**config.mk**
```make
export PLATFORM = sky130hd
export DESIGN_NAME = arb4_mux_ctrl
export DESIGN_NICKNAME = d
export VERILOG_FILES = /design/src/rtl/arb4_mux_ctrl.sv
export SDC_FILE = /design/constraint.sdc
export NUM_CORES = 1
export LEC_CHECK = 0
export ABC_AREA = 0
export CAP_MARGIN = 25
export CORE_MARGIN = 1.5
export CORE_UTILIZATION = 43
export DETAILED_ROUTE_END_ITERATION = 8
export GPL_ROUTABILITY_DRIVEN = 0
export HOLD_SLACK_MARGIN = 0.12
export PLACE_DENSITY = 0.76
export SLEW_MARGIN = 20
export SYNTH_ARGS = -nofsm -noshare
export SYNTH_HDL_FRONTEND = slang
export SYNTH_SLANG_ARGS = --single-unit
```
**constraint.sdc**
```tcl
create_clock -name clk -period 1.9 [get_ports clk]
set_clock_uncertainty 0.1 [all_clocks]
set_input_delay 0.38 -clock clk [delete_from_list [all_inputs] [get_ports clk]]
set_output_delay 0.38 -clock clk [all_outputs]
set_load 0.05 [all_outputs]
```
**src/rtl/arb4_mux_ctrl.sv**
```systemverilog
// Four-way round-robin arbiter that owns the select line of a shared mux4; grants persist until release.
// Optional forced release after TIMEOUT_CYCLES owned cycles is compiled in with `define ARB_TIMEOUT_EN.
module arb4_mux_ctrl #(
    parameter int TIMEOUT_CYCLES = 16
) (
    input  logic       clk,
    input  logic       rst,
    input  logic [3:0] req,
    input  logic       done,
    output logic [3:0] grant,
    output logic [1:0] select,
    output logic       busy,
    output logic       timeout
);

    typedef enum logic {IDLE, OWNED} state_t;

    state_t     state, state_n;
    logic [1:0] ptr, ptr_n;
    logic [3:0] grant_n;
    logic [1:0] select_n;
    logic       busy_n;
    logic       timeout_n;
    logic       to_hit;
    logic [2:0] win;

    // Returns {found, index}: first set bit searching base, base+1, base+2, base+3 (mod 4).
    function automatic logic [2:0] pick(input logic [3:0] r, input logic [1:0] base);
        logic [1:0] idx;
        pick = 3'b000;
        for (int k = 3; k >= 0; k--) begin
            idx = base + 2'(k);
            if (r[idx]) pick = {1'b1, idx};
        end
    endfunction

`ifdef ARB_TIMEOUT_EN
    localparam int CW = $clog2(TIMEOUT_CYCLES + 1);
    localparam logic [CW-1:0] CNT_LAST = CW'(TIMEOUT_CYCLES - 1);

    logic [CW-1:0] cnt, cnt_n;

    assign to_hit = (state == OWNED) && (cnt == CNT_LAST);
`else
    // Without the feature the grant is held indefinitely; the term is constant false.
    assign to_hit = (TIMEOUT_CYCLES < 0);
`endif

    always_comb begin
        state_n   = state;
        ptr_n     = ptr;
        grant_n   = grant;
        select_n  = select;
        busy_n    = busy;
        timeout_n = 1'b0;
        win       = 3'b000;
`ifdef ARB_TIMEOUT_EN
        cnt_n     = cnt;
`endif
        case (state)
            IDLE: begin
                win = pick(req, ptr);
                if (win[2]) begin
                    state_n  = OWNED;
                    grant_n  = 4'b0001 << win[1:0];
                    select_n = win[1:0];
                    busy_n   = 1'b1;
`ifdef ARB_TIMEOUT_EN
                    cnt_n    = '0;
`endif
                end
            end
            OWNED: begin
                if (done || !req[select] || to_hit) begin
                    // The released owner drops to lowest priority; re-arbitrate on the same edge.
                    ptr_n     = select + 2'd1;
                    timeout_n = to_hit && !done && req[select];
                    win       = pick(req, select + 2'd1);
                    if (win[2]) begin
                        grant_n  = 4'b0001 << win[1:0];
                        select_n = win[1:0];
                    end else begin
                        state_n = IDLE;
                        grant_n = 4'b0000;
                        busy_n  = 1'b0;
                    end
`ifdef ARB_TIMEOUT_EN
                    cnt_n = '0;
                end else begin
                    cnt_n = cnt + 1'b1;
`endif
                end
            end
            default: begin
                state_n = IDLE;
                grant_n = 4'b0000;
                busy_n  = 1'b0;
            end
        endcase
    end

    always_ff @(posedge clk) begin
        if (rst) begin
            state   <= IDLE;
            ptr     <= 2'd0;
            grant   <= 4'b0000;
            select  <= 2'd0;
            busy    <= 1'b0;
            timeout <= 1'b0;
`ifdef ARB_TIMEOUT_EN
            cnt     <= '0;
`endif
        end else begin
            state   <= state_n;
            ptr     <= ptr_n;
            grant   <= grant_n;
            select  <= select_n;
            busy    <= busy_n;
            timeout <= timeout_n;
`ifdef ARB_TIMEOUT_EN
            cnt     <= cnt_n;
`endif
        end
    end

endmodule

```
==> key figures <==
Timing
  – Min Clock Period, post-route: 1778 ps
  – Final Cycle Share: 93.56%
  – Worst slew pin tran: 512.3 ps
  – Worst slew margin: 65.80%
  – Hold_ws: 396.3 ps
  – Setup violations, final: 0
  – Fin. max-slew vios: 0
  – Final WS setup: roughly 120 ps
  – RSZ-0062 raised after global routing: false
  – Final hold violation count: 0
  – Fmax: 0.5625 GHz

Floorplan
  – # rows: 14
  – Die height: 44.96 um
  – Starting density of the core: 48.02%
  – Die width: 44.96 um
  – IO Pins: 15
  – Core area: about 0.0016 mm2
  – Die ar.: 0.002021 mm2

Logic synthesis
  – Area of the mapped netlist: around 760 um2
  – Mux cell area share after synthesis: 5.785%
  – Main synth FF type: dfxtp_1
  – Yosys warns: 0
  – EDFF count, synth: 0
  – Post-Synth XOR/XNOR Area: 1.157%
  – Syn_area_per_cell: roughly 8.6 um2
  – Top cells by area, synth: dfxtp_1 (26%), nor2_1 (6.4%), a211oi_1 (4.0%), a221oi_2 (4.0%), a21oi_1 (3.3%)
  – Largest area contributor in the netlist: dfxtp_1
  – Synth Area in Compound Gates: between 30 and 40%
  – Post-Synth Adder-Cell Area: 0%
  – Synth top area share: 26.45%
  – Syn Inst Count: 88
  – Post-synthesis sequential area ratio: 26.45%
  – Number of synthesized register bits: 10
  – Post-synthesis simple-gate area fraction: 23.80%
  – Largest family of logic cells by synthesized area: compound AO/OA/AOI/OAI gates
  – Ys async rst share: 0%
  – Yosys cell types: 45
  – List of most frequent post-synthesis cells: nor2_1 (13), dfxtp_1 (10), a21oi_1 (5), inv_1 (5), a211oi_1 (4)
  – Net Count, Synth: 95
  – Top-count cell post-synth: nor2_1

Layout
  – Design area: 984.7 um2
  – # diodes: 0
  – Area Overhead vs Synth: 30.08%
  – Layout cells sized above 1: between 40% and 50%
  – Final nets: 117

Power
  – Net Sw Frac: 38.54%
  – Pwr/cell area: 805.2 mW/mm2
  – Logic pwr share: 41.5%
  – Net Sw Power: ~0.0003 W
  – Reg power frac: 33.2%
  – Peak supply drop: 527.3 uV
  – Clock Power Share: about 25%
  – Internal Power: 0.0004873 W
  – P_leak: 0.4163 nW

Setup path
  – Worst Path Max Fanout: 4
  – Critical Path AT: approximately 1800 ps
  – CP cell instances: dlygate4sd2_1, buf_4, or2_0, a311oi_2, inv_1, a221oi_2, nor3_2
  – Crit path max-delay family: compound AO/OA/AOI/OAI gates
  – Crit path max-delay cell type: a311oi_2
  – Bufs and invs on worst path: 3
  – Critical Path RT: 1960 ps
  – Largest stage delay on the critical path: 330 ps
  – WS Path Type: in2reg
  – Crit path launch type: primary input
  – Worst Setup End Kind: flip-flop

Placement
  – Dpl ws: -533.5 ps
  – I/O Buffers: 13
  – HPWL after DPL: roughly 1300 um
  – Placed cell area: slightly above 900 um2

Outcome
  – Run status: complete, no violations

Route
  – Top Layer Used: met4
  – Initial drt markers: 18
  – DR pass1 iterations: 4
  – Routed Antenna Nets: 0
  – Met2 Routed Length: 923 um
  – DRC Markers: 0
  – Via count: approximately 740
  – Vias/cell: between 5 and 6
  – Metal-1 WL: 945 um
  – WL met3: 77 um
  – WL final: 1966 um
  – DR WL/cell: 15.73 um

Flow run
  – Max Cap Viol: 0

Global route
  – Largest net degree at the start of global routing: 12
  – Initial antenna violation count: 0
  – Number of global-route vias before repair: 698
  – Gr ovfl total: 0
  – All-Layer GR Usage: around a fifth
  – Global-route wire length before repair: 3091 um

Clocking
  – Hold buffer count at cts: 0
  – Clk_lat worst skew: 280 ps
  – Reg clk slew, reported paths: 70 ps
  – Bufs on Longest Clock Path: 2
  – CTS tree: done
  – CTS Buf Count: 3
  – Clock sink count: 10
  – Root Driver: clkbuf_4
  – H-tree Lvls: 1

Min path
  – Hold crit path type: reg2reg
## power by group through the flow
stage | clock (W) | combinational, W | sequential [W]
2_1_floorplan | 0 | 0.000174 | 0.000319
3_3_place_gp | 0 | 0.000307 | 0.000267
3_5_place_dp | 0 | 0.000312 | 0.000268
4_1_cts | 0.000197 | 0.000324 | 0.000263
5_1_grt | 0.000213 | 0.000349 | 0.000267
6_report | 0.000201 | 0.000329 | 0.000263
## cell usage in the layout (no fill, tap or decap), types with 2 or more instances in the layout
cell type,n
nand2b_1,2
dlygate4sd2_1,3
dfxtp_1,8
clkbuf_4,3
nand2_1,2
buf_4,19
a21oi_1,5
nand3_1,2
inv_1,5
a221oi_2,4
a211oi_1,4
nor2_1,13
clkdlybuf4s50_1,2
nor3_1,3
## logic make-up (layout without fill, tap and decap cells)
family          Yosys count  after routing
simple gates             33             33
other cells               1              1
buf+inv                  13             34
xor+xnor                  1              1
mux                       3              3
compound gates           27             27
flops                    10             10
## what timing repair did
action	in CTS	in global routing
pin swaps	1	0
gates resized for setup	7	3
setup endpoints to repair	9	5
setup buffers	0	0
## metal layers
metal / vias to the layer above / global-route usage (%)
li1: 361 / -
met1: 353 / 28.01
met2: 21 / 31.43
met3: 4 / 5.600
met4: 0 / 12.35
met5: - / 0
## area by class of cell
cell class | instances | area (um2)
Fill cell | 137 | 591.8
Sequential cell | 10 | 205.2
Timing Repair Buffer | 25 | 193.9
Inverter | 5 | 18.77
Multi-Input combinational cell | 65 | 510.5
Tap cell | 16 | 20.02
Clock buffer | 4 | 36.28
## per-stage QoR
step	total power (W)	TNS [ps]	util (%)	std cells
after floorplan	0.0004928	0	-	88
after global placement	0.0005741	-3504	59.13	121
after detailed placement	0.0005800	-3862	59.13	121
after CTS	0.0007840	0	62.22	125
after global routing	0.0008290	0	62.46	125
final	0.0007929	0	62.46	125
## tightest hold or removal path: cells and delay by family (launching register included)
| family | cells | cell delay (ps) |
|---|---|---|
| flip-flops | 1 | 310 |
| AND/OR/NAND/NOR | 2 | 150 |
## registers in the layout (all words and copies together) (netlist names)
name    flops
grant       4
ptr         2
select      2
busy        1
state       1
## path summary, 6_finish.rpt
check	startpoint	endpoint	slack, ps	depth (start not counted)
hold reg to reg	grant[2]	grant[2]	400	2
setup / recovery	req[0]	grant[1]	120	7
hold / removal	grant[2]	grant[2]	400	2
setup reg to reg	select[1]	busy	190	5
Power figures use the tool's default switching activity.
